--- src/rtl/d_ff_en_rr_pkg.sv ---
// Shared types and width helpers for the round-robin register arbiter.
package d_ff_en_rr_pkg;

  typedef enum logic {
    IDLE = 1'b0,
    LOCK = 1'b1
  } state_e;

  // Index width, kept at least 1 bit so N=2 still gets a usable index.
  function automatic int idx_w(input int n);
    return (n > 2) ? $clog2(n) : 1;
  endfunction

  // Counter must be able to hold the value MAX_BURST itself.
  function automatic int cnt_w(input int max_burst);
    return (max_burst > 1) ? $clog2(max_burst + 1) : 1;
  endfunction

endpackage

--- src/rtl/d_ff_en_rr_arb_rr_pick.sv ---
// Round-robin picker: first asserted request at or after ptr, wrapping modulo N.
module rr_pick
  import d_ff_en_rr_pkg::*;
#(
  parameter int N = 4
) (
  input  logic [N-1:0]         req,
  input  logic [idx_w(N)-1:0]  ptr,
  output logic                 gnt_valid,
  output logic [idx_w(N)-1:0]  gnt_idx
);

  localparam int IDX_W = idx_w(N);

  logic [2*N-1:0] dbl;
  logic [N-1:0]   rot;
  logic [IDX_W:0] off;
  logic [IDX_W:0] sum;

  always_comb begin
    // Rotate so that the requester at ptr sits in bit 0.
    dbl = {req, req} >> ptr;
    rot = dbl[N-1:0];
    off = '0;
    for (int i = N - 1; i >= 0; i--) begin
      if (rot[i]) off = (IDX_W + 1)'(i);
    end
    // Un-rotate; explicit wrap keeps non-power-of-two N correct.
    sum = {1'b0, ptr} + off;
    if (sum >= (IDX_W + 1)'(N)) sum = sum - (IDX_W + 1)'(N);
    gnt_idx   = sum[IDX_W-1:0];
    gnt_valid = |req;
  end

endmodule

--- src/rtl/d_ff_en_rr_arb.sv ---
// Shares one enable-gated W-bit register between N requesters with round-robin
// arbitration and capped locked bursts; ack is a registered one-cycle pulse.
module d_ff_en_rr_arb
  import d_ff_en_rr_pkg::*;
#(
  parameter int N         = 4,
  parameter int W         = 8,
  parameter int MAX_BURST = 4
) (
  input  logic                clk,
  input  logic                rst,
  input  logic [N-1:0]        req,
  input  logic [N-1:0]        lock,
  input  logic [N*W-1:0]      data,
  output logic [N-1:0]        ack,
  output logic [W-1:0]        q,
  output logic [idx_w(N)-1:0] q_owner,
  output logic                q_valid,
  output logic                busy
);

  localparam int IDX_W = idx_w(N);
  localparam int CNT_W = cnt_w(MAX_BURST);
  localparam logic [CNT_W-1:0] CNT_MAX  = CNT_W'(MAX_BURST);
  localparam logic [IDX_W-1:0] LAST_IDX = IDX_W'(N - 1);

  state_e             state_q, state_d;
  logic [IDX_W-1:0]   ptr_q, ptr_d;
  logic [IDX_W-1:0]   owner_q, owner_d;
  logic [CNT_W-1:0]   cnt_q, cnt_d;
  logic [N-1:0]       ack_q, ack_d;
  logic [W-1:0]       q_q, q_d;
  logic [IDX_W-1:0]   q_owner_q, q_owner_d;
  logic               q_valid_q, q_valid_d;

  logic               pick_valid;
  logic [IDX_W-1:0]   pick_idx;
  logic               hold;
  logic               gnt_valid;
  logic [IDX_W-1:0]   gnt_idx;
  logic [W-1:0]       slice [N];

  rr_pick #(.N(N)) u_pick (
    .req       (req),
    .ptr       (ptr_q),
    .gnt_valid (pick_valid),
    .gnt_idx   (pick_idx)
  );

  // Next-state: burst continuation first, otherwise a fresh round-robin pick
  // in the same cycle so an ending burst never leaves an idle bubble.
  always_comb begin
    state_d   = state_q;
    ptr_d     = ptr_q;
    owner_d   = owner_q;
    cnt_d     = cnt_q;
    gnt_valid = 1'b0;
    gnt_idx   = '0;
    hold      = (state_q == LOCK) && req[owner_q] && lock[owner_q] && (cnt_q < CNT_MAX);
    if (hold) begin
      gnt_valid = 1'b1;
      gnt_idx   = owner_q;
      cnt_d     = cnt_q + CNT_W'(1);
    end else if (pick_valid) begin
      gnt_valid = 1'b1;
      gnt_idx   = pick_idx;
      ptr_d     = (pick_idx == LAST_IDX) ? '0 : pick_idx + IDX_W'(1);
      if (lock[pick_idx]) begin
        state_d = LOCK;
        owner_d = pick_idx;
        cnt_d   = CNT_W'(1);
      end else begin
        state_d = IDLE;
        cnt_d   = '0;
      end
    end else begin
      state_d = IDLE;
      cnt_d   = '0;
    end
  end

  always_comb begin
    for (int i = 0; i < N; i++) slice[i] = data[i*W +: W];
    ack_d     = '0;
    q_d       = q_q;
    q_owner_d = q_owner_q;
    q_valid_d = q_valid_q;
    if (gnt_valid) begin
      ack_d[gnt_idx] = 1'b1;
      q_d            = slice[gnt_idx];
      q_owner_d      = gnt_idx;
      q_valid_d      = 1'b1;
    end
  end

  always_ff @(posedge clk or negedge rst) begin
    if (!rst) begin
      state_q   <= IDLE;
      ptr_q     <= '0;
      owner_q   <= '0;
      cnt_q     <= '0;
      ack_q     <= '0;
      q_q       <= '0;
      q_owner_q <= '0;
      q_valid_q <= 1'b0;
    end else begin
      state_q   <= state_d;
      ptr_q     <= ptr_d;
      owner_q   <= owner_d;
      cnt_q     <= cnt_d;
      ack_q     <= ack_d;
      q_q       <= q_d;
      q_owner_q <= q_owner_d;
      q_valid_q <= q_valid_d;
    end
  end

  always_comb begin
    busy    = (state_q == LOCK);
    ack     = ack_q;
    q       = q_q;
    q_owner = q_owner_q;
    q_valid = q_valid_q;
  end

endmodule

--- config.mk ---
export PLATFORM = sky130hd
export DESIGN_NAME = d_ff_en_rr_arb
export DESIGN_NICKNAME = d
export VERILOG_FILES = /design/src/rtl/d_ff_en_rr_pkg.sv /design/src/rtl/d_ff_en_rr_arb_rr_pick.sv /design/src/rtl/d_ff_en_rr_arb.sv
export SDC_FILE = /design/constraint.sdc
export NUM_CORES = 1
export LEC_CHECK = 0
export CAP_MARGIN = 30
export CORE_MARGIN = 5
export CORE_UTILIZATION = 44
export CTS_CLUSTER_SIZE = 12
export DETAILED_ROUTE_END_ITERATION = 8
export PLACE_DENSITY = 0.8
export SYNTH_ARGS = -nofsm -noshare
export SYNTH_HDL_FRONTEND = slang
export SYNTH_SLANG_ARGS = --single-unit
--- constraint.sdc ---
create_clock -name clk -period 3.3 [get_ports clk]
set_input_delay 0.825 -clock clk [delete_from_list [all_inputs] [get_ports clk]]
set_output_delay 0.825 -clock clk [all_outputs]
set_load 0.01 [all_outputs]
; After elaboration in Yosys (flattened, before gate mapping)
; Cells that the tools add are included.
[classes]
eq_ne = 1
n_lt_le_gt_ge = 7
shift = 1
n_reduce_logical = 7
mux = 27
bitwise = 2
n_addsub = 4
[op_table]
columns = operator, count
row1 = binary-select mux 8 bit (select 2 bit), 1
row2 = 2-to-1 mux 2 bit, 8
row3 = 2-to-1 mux 8 bit, 2
row4 = < comparator 2 x 3 -> 1 bit (second input constant), 3
row5 = 2-to-1 mux 1 bit, 9
row6 = right shift 8 x 2 -> 4 bit, 1
row7 = binary-select mux 1 bit (select 2 bit), 3
row8 = >= comparator 3 bit (second input constant), 2
row9 = 2-to-1 mux 3 bit, 2
row10 = logical AND 1 bit, 4
row11 = 2-to-1 mux 4 bit, 1
row12 = OR reduction 4 bit, 1
row13 = adder 2 x 2 -> 3 bit, 1
row14 = adder 3 x 1 -> 3 bit (second input constant), 1
row15 = < comparator 3 bit (second input constant), 1
row16 = inverter 2 -> 3 bit, 1
row17 = AND reduction 3 bit, 1
row18 = adder 2 x 1 -> 2 bit (second input constant), 1
row19 = demux 1 bit (select 2 bit), 1
row20 = equality test 2 bit (second input constant), 1
row21 = >= comparator 2 x 1 -> 1 bit (second input constant), 1
row22 = AND reduction 2 bit, 1
row23 = subtractor 2 x 1 -> 2 bit (second input constant), 1
row24 = inverter 1 bit, 1
[totals]
inputBits = 42
wordCells = 57
out_inout_bits = 16
reg_bits = 23

; Logic depth before layout (Yosys ltp)
; Gate-level depths: netlist (run 1).
[logic_depth]
ltp_word = 15
mapped_depth = 12
mapped_depth_nobuf = 11

; By module
; From an unflattened synthesis (run 1), not the netlist that was laid out.
[unflattened]
cells_unflattened = 144
area_unflattened_um2 = 1451.4
[by_module_without_submodules]
columns = mod, seq_area_each_um2, cells_each, n_inst, area_each_um2
row1 = d_ff_en_rr_arb, 575.6, 117, 1, 1272.5
row2 = rr_pick, 0.0, 27, 1, 178.9

; Least setup slack after synthesis (run 1)
; Ideal clock, no wire load.
[synth_path]
kind = input to register
start = in req[2]
end = reg owner_q[0]
t_arrival_ns = 2.802
n_path_buf = 1
path_stages = 12
required_time_ns = 3.175
path_slack_ns = 0.373
path_cell_list = buf_4 -> nand2_1 -> a21oi_1 -> nor2_1 -> a211oi_1 -> a21oi_1 -> ha_1 -> xnor2_1 -> and4_2 -> or2_2 -> o211ai_2 -> mux2_2
[synth_between]
elab_chain_cells = 11
[synth_rtl]
columns = item, line_no
row1 = "start, declared", d_ff_en_rr_arb.sv:12  ; input logic [N-1:0] req,
row2 = right shift 8 x 2 -> 4 bit, d_ff_en_rr_arb_rr_pick.sv:22  ; dbl = {req, req} >> ptr;
row3 = 2-to-1 mux 2 bit (4 in series), d_ff_en_rr_arb_rr_pick.sv:26  ; if (rot[i]) off = (IDX_W + 1)'(i);
row4 = adder 2 x 2 -> 3 bit, d_ff_en_rr_arb_rr_pick.sv:29  ; sum = {1'b0, ptr} + off;
row5 = >= comparator 3 bit / subtractor 2 x 1 -> 2 bit (equally long branches), d_ff_en_rr_arb_rr_pick.sv:30  ; if (sum >= (IDX_W + 1)'(N)) sum = sum - (IDX_W + 1)'(N);
row6 = 2-to-1 mux 2 bit, d_ff_en_rr_arb_rr_pick.sv:30
row7 = binary-select mux 1 bit (select 2 bit), d_ff_en_rr_arb.sv:68  ; if (lock[pick_idx]) begin
row8 = 2-to-1 mux 1 bit (not written as such), d_ff_en_rr_arb.sv:68
row9 = AND reduction 3 bit (no source line), n/a
row10 = "end signal, assigned", d_ff_en_rr_arb.sv:109  ; owner_q <= owner_d;
row11 = "end, declared", d_ff_en_rr_arb.sv:29  ; logic [IDX_W-1:0] owner_q, owner_d;
; Parallel ways exist; a longest one is shown, timed or not. The select of a mux whose other input is x is not followed.
; A chain may end at the register's enable or synchronous reset.

; Worst setup path in the final report (run 1)
; Same ends and word-level chain as after synthesis.

==> impl_metrics.ini, run 1 <==
[synthesis]
synth_xor_area_share_pct = 1.16
muxShareOfSynthArea_pct = 12.7
ys.warnings.count = 0
synth-edff-count = 0
ys_top_cells_by_area = dfrtp_1, mux2i_1, a221oi_2
synth-simple-area-share_pct = 19.2
syn_inst = 136
synth_area_um2 = 1520
synth_top_area_share_pct = 38.0
synthAdderAreaFrac_pct = 1.65
syn_avg_cell_area_um2 = 11.1
synth_compound_area_share_pct = 21.7
synth_fp_nets = 180
yosysTopAreaCell = dfrtp_1
ys_seq_elements = 23
synth_top_family_by_area = compound AO/OA/AOI/OAI gates
synth-seq-area-share_pct = 38.0
netlist-cell-type-count = 46
synth_flop_cell = dfrtp_1
async_flop_share_pct = 100

[floorplanning]
floorplan.initialDensity_pct = 45.4
dieWidth_um = 68.7
die_h_um = 68.7
dieArea_um2 = 4720
fp.coreArea_um2 = 3340
row_count = 21
ios = 58

[min_path]
hold_path_class = reg -> reg

[cells_and_area]
layout_commonest_cell = clkdlybuf4s50_1
fin_util_pct = 65.8
n_fill_cell = 272
antenna_cells = 0
drive_above_1_share_pct = 22.7
mostFrequentLayoutCells = clkdlybuf4s50_1, dfrtp_1, mux2i_1
syn2layout_area_growth_pct = 44.8
nets = 248

[clock_network]
cts_inserted_buffers = 3
clkTransAtPathRegs_ps = 120
root_buffer = clkbuf_4
htree_levels = 1
cts_tree = done
clock_sinks = 23
cts_resized = 0
cts_buffer_depth = 2
holdBufCountCts = 0
clk_latency_ps = 310
postCtsSetupRepairBufs = 0

[critical_path]
r2r-end = owner_q[0]
r2r_slack_ps = 650
r2r_start = ptr_q[1]
endpoint = owner_q[0]
r2r_cells = 11
setup.worst_path.start = req[2]
required_ps = 3510
arrival_ps = 3300
cp-end-kind = flop
path_class = in -> reg
cp_max_fo = 4
start_kind = input pin

[sta]
worst_pin_slew_ps = 522
fin_crit_sh_pct = 93.8
period_needed_ps = 3100
rsz0062_at_grt = no
hold_viol_final = 0
slew-limit-headroom_pct = 65.2
maxSlewViolCount = 0
timing.fmax_mhz = 323
setup_viol = 0
clock_skew_ps = 6.72

[global_route]
grt-ovfl-total = 0
grt_max_degree = 24
grt_pass1_wl_mm = 5.73
antenna_found_initial = 0
grt_pass1_vias = 1280
grt.total_usage_pct = 16.0

[run_status]
outcome = finished, final reports clean

[route]
vias = 1310
drc = 0
viasPerCell = 5.26
initialDrtViolationCount = 26
wl_per_cell_um = 14.9
routed_wl_mm = 3.70
ant_nets = 0
drtPass1Iterations = 4

[placed_design]
dp_hpwl_mm = 3.13
placement.io_buffers = 57
finalWeightedCongestion = 0.803

[job]
max-cap-violations = 0

[power_and_ir_drop]
leakage_nw = 0.934
cellPowerDensity_nw_per_um2 = 1040
ir_drop_mv = 0.664
totalPowerFinal_w = 0.00229
[final cells by class]
type	instances	area [µm²]	share of cell area, %
tap	46	57.6	2.62
sequential	23	576	26.2
inverter	1	3.75	0.171
clock inverter	1	5.00	0.228
multi-input combinational	104	855	38.9
clock buffer	3	22.5	1.03
timing repair buffer	71	676	30.8
[critical path, cell delays in order]
cell             delay, ps
clkdlybuf4s50_1        530
nand2_1                 70
a21oi_1                160
nor2_1                  50
a211oi_1               200
a21oi_1                 60
ha_1                   200
xnor2_1                130
and4_2                 230
or2_2                  300
o211ai_2               200
mux2_2                 350
[how the worst min path moves through the flow]
stage | from | endpoint | slack, ps | depth (start not counted)
final | q_valid | q_valid | 480 | 1
after global routing | q_valid | q_valid | 500 | 1
after CTS | q_valid | q_valid | 480 | 1
after detailed placement | q_valid | q_valid | 450 | 1
after global placement | q_valid | q_valid | 450 | 1
after floorplan | cnt_q[0] | cnt_q[0] | 440 | 1
[through the flow]
| stage | std cells | hold WS (ps) | TNS, ps | setup WS, ps | instance area [µm²] |
|---|---|---|---|---|---|
| after detailed placement | 245 | 454 | -794 | -125 | 2170 |
| final | 249 | 479 | 0 | 204 | 2190 |
| after CTS | 249 | 484 | 0 | 211 | 2190 |
| after floorplan | 136 | 442 | 0 | 373 | 1520 |
| after global routing | 249 | 497 | 0 | 53.5 | 2190 |
| after global placement | 245 | 449 | -61.2 | -55.2 | 2170 |
[cell families after synthesis]
group / Yosys count
AND/OR/NAND/NOR: 47
AO/OA/AOI/OAI: 34
flip-flops: 23
multiplexers: 19
buffers and inverters: 9
XOR/XNOR: 2
adder cells (fa/ha/maj): 2
[state kept, by name, summed over array words and instances (netlist names)]
| name | cells |
|---|---|
| owner_q | 2 |
| q_owner | 2 |
| q | 8 |
| ptr_q | 2 |
| ack | 4 |
| busy | 1 |
| q_valid | 1 |
| cnt_q | 3 |
[power by group]
part / internal [W] / switching, W / leakage (nW)
clock network: 0.0000454 / 0.0000804 / 0.0177
registers: 0.000427 / 0.0000988 / 0.272
logic: 0.000878 / 0.000760 / 0.645
[Yosys cell counts (2+ instances only)]
library cell and instances:
dfrtp_1 23, mux2i_1 17, nor2_1 13, a221oi_2 8, nand2_1 8, o21ai_0 8
a21oi_1 5, and2b_2 3, and3b_1 3, nor2b_1 3, nor3b_1 3, and2_2 2
and3_2 2, buf_6 2, clkbuf_8 2, ha_1 2, mux2_2 2, nor3_1 2
[per-layer routing]
layer  track usage (%)  up-vias  part of all wire, %
li1                  -      642                    -
met4              3.23        0                  1.3
met2              29.2       31                   56
met1              18.9      630                   39
met5                 0        -                    0
met3              3.73        7                  3.8
No activity file was read; power rests on OpenSTA's default activity.
==> inputs of run 2 (changes only) <==
--- a/config.mk
+++ b/config.mk
@@ -7,10 +7,10 @@
 export LEC_CHECK = 0
 export CAP_MARGIN = 30
 export CORE_MARGIN = 5
-export CORE_UTILIZATION = 44
+export CORE_UTILIZATION = 45
 export CTS_CLUSTER_SIZE = 12
 export DETAILED_ROUTE_END_ITERATION = 8
-export PLACE_DENSITY = 0.8
+export PLACE_DENSITY = 0.82
 export SYNTH_ARGS = -nofsm -noshare
 export SYNTH_HDL_FRONTEND = slang
 export SYNTH_SLANG_ARGS = --single-unit
==> constraint.sdc (replaced) <==
create_clock -name clk -period 3.95 [get_ports clk]
set_input_delay 0.9875 -clock clk [delete_from_list [all_inputs] [get_ports clk]]
set_output_delay 0.9875 -clock clk [all_outputs]
set_load 0.01 [all_outputs]
==> run 2 against run 1 <==
  * Sequential share of layout area rose by 0.50 points
  * Final cell count fell by 3.2%
  * Non-clock buffer count fell by 8
  * Die area fell by 1.9%
  * Critical endpoint is now q[5]
  * Largest power group unchanged
==> impl_metrics.ini, run 2 (synthesis results as in run 1) <==
[run_status]
outcome = finished, final reports clean

[route]
drtPass1Iterations = 4
drc = 0
ant_nets = 0
routed_wl_mm = 3.67
drt-met1-wl_mm = 1.45
dr_wl_met2_mm = 2.06
routed.top_layer = met4
viasPerCell = 5.29
initialDrtViolationCount = 57
vias = 1276
wl_per_cell_um = 15.2
dr_wl_met3_um = 123

[cells_and_area]
antenna_cells = 0
drive_above_1_share_pct = 19.0
syn2layout_area_growth_pct = 42.1
mostFrequentLayoutCells = clkdlybuf4s50_1, dfrtp_1, mux2i_1
nets = 240
fin_util_pct = 65.0
layout_commonest_cell = clkdlybuf4s50_1
stdcell_count = 241
largest_reg_flops = 8

[clock_network]
cts_buffer_depth = 2
postCtsSetupRepairBufs = 0
cts_inserted_buffers = 3
clock_sinks = 23
htree_levels = 1
clk_latency_ps = 310
cts_tree = done
root_buffer = clkbuf_4
cts_resized = 0
clkTransAtPathRegs_ps = 130
holdBufCountCts = 0

[power_and_ir_drop]
clkPwrFrac_pct = 5.8
intPower_w = 0.00105
p_sw_w = 0.000770
ir_drop_mv = 0.446
cellPowerDensity_nw_per_um2 = 846
sw_frac_of_total_pct = 42.2
seqPwrFrac_pct = 24.1
leakage_nw = 0.901
combPwrFrac_pct = 70.1

[floorplanning]
row_count = 21
ios = 58
die_h_um = 68.0
dieArea_um2 = 4630
dieWidth_um = 68.0
fp.coreArea_um2 = 3310
floorplan.initialDensity_pct = 45.8

[sta]
period_needed_ps = 3380
clock_skew_ps = 11.8
slew-limit-headroom_pct = 62.4
worst_pin_slew_ps = 565
fin_crit_sh_pct = 85.6
hold_viol_final = 0
timing.fmax_mhz = 296
setup_tns_ps = 0
rsz0062_at_grt = no
maxSlewViolCount = 0
setup_viol = 0

[global_route]
grt.total_usage_pct = 17.0
antenna_found_initial = 0
grt-ovfl-total = 0
grt_pass1_wl_mm = 5.95
grt_pass1_vias = 1311
grt_max_degree = 22

[critical_path]
cp_common_cell = a21oi_1
r2r_slack_ps = 1220
path_class = in -> reg
cp-end-kind = flop
r2r_start = ptr_q[1]
r2r_cells = 9
arrival_ps = 3590
setup.worst_path.start = req[1]
start_kind = input pin
cp_slowest_cell = clkdlybuf4s50_1
worst-path-stages = 10
cp_slowest_stage_delay_ps = 580
crit_chain = clkdlybuf4s50_1, inv_1, o21ai_0, a21oi_1, a21oi_1, a21oi_1, ha_1, a22o_2, mux2i_1, a221oi_2
required_ps = 4160
critPathTopFamily = compound AO/OA/AOI/OAI gates
r2r-end = q[5]
cp_max_fo = 21
endpoint = q[5]
crit_buf_inv = 2

[min_path]
hold_path_class = reg -> reg
holdPathStages = 1

[placed_design]
placement.io_buffers = 57
dp.cells = 237
finalWeightedCongestion = 0.769
dp_hpwl_mm = 2.98

[job]
max-cap-violations = 0
[run 2: cell type report]
class,count,area (µm²)
fill,273,1160
multi-input combinational,104,855
timing repair buffer,63,636
sequential,23,576
tap,46,57.6
clock buffer,4,26.3
inverter,1,3.75
[run 2: metal layers]
metal / track usage [%] / vias to the layer above
li1: - / 626
met1: 19.3 / 622
met2: 31.2 / 24
met3: 4.27 / 4
met4: 4.47 / 0
met5: 0 / -
[run 2: worst min path at each step]
stage / from / end / slack (ps)
6_report: q_owner[0] / q_owner[0] / 500
5_1_grt: q_owner[0] / q_owner[0] / 530
4_1_cts: q_owner[0] / q_owner[0] / 500
3_5_place_dp: q_owner[0] / q_owner[0] / 470
3_3_place_gp: q_valid / q_valid / 450
2_1_floorplan: cnt_q[0] / cnt_q[0] / 440
[run 2: through the flow]
stage	instance area [µm²]	power [W]	setup WS [ps]	hold slack [ps]
final	2150	0.00182	567	497
after global routing	2150	0.00196	433	526
after CTS	2150	0.00184	601	501
after detailed placement	2130	0.00173	275	473
after global placement	2100	0.00167	347	451
after floorplan	1520	0.00144	860	442
[run 2: power groups by stage]
stage          clock [W]  sequential (W)  combinational, W
5_1_grt         0.000124        0.000454           0.00138
3_5_place_dp           0        0.000443           0.00129
4_1_cts         0.000110        0.000438           0.00129
3_3_place_gp           0        0.000437           0.00124
6_report        0.000106        0.000439           0.00128
2_1_floorplan          0        0.000453          0.000986
==> inputs of run 3 (changes only) <==
--- a/config.mk
+++ b/config.mk
@@ -14,3 +14,4 @@
 export SYNTH_ARGS = -nofsm -noshare
 export SYNTH_HDL_FRONTEND = slang
 export SYNTH_SLANG_ARGS = --single-unit
+export TNS_END_PERCENT = 10
==> results of run 3 <==
Same layout as run 2: the final DEF is identical, and so are final timing and power.
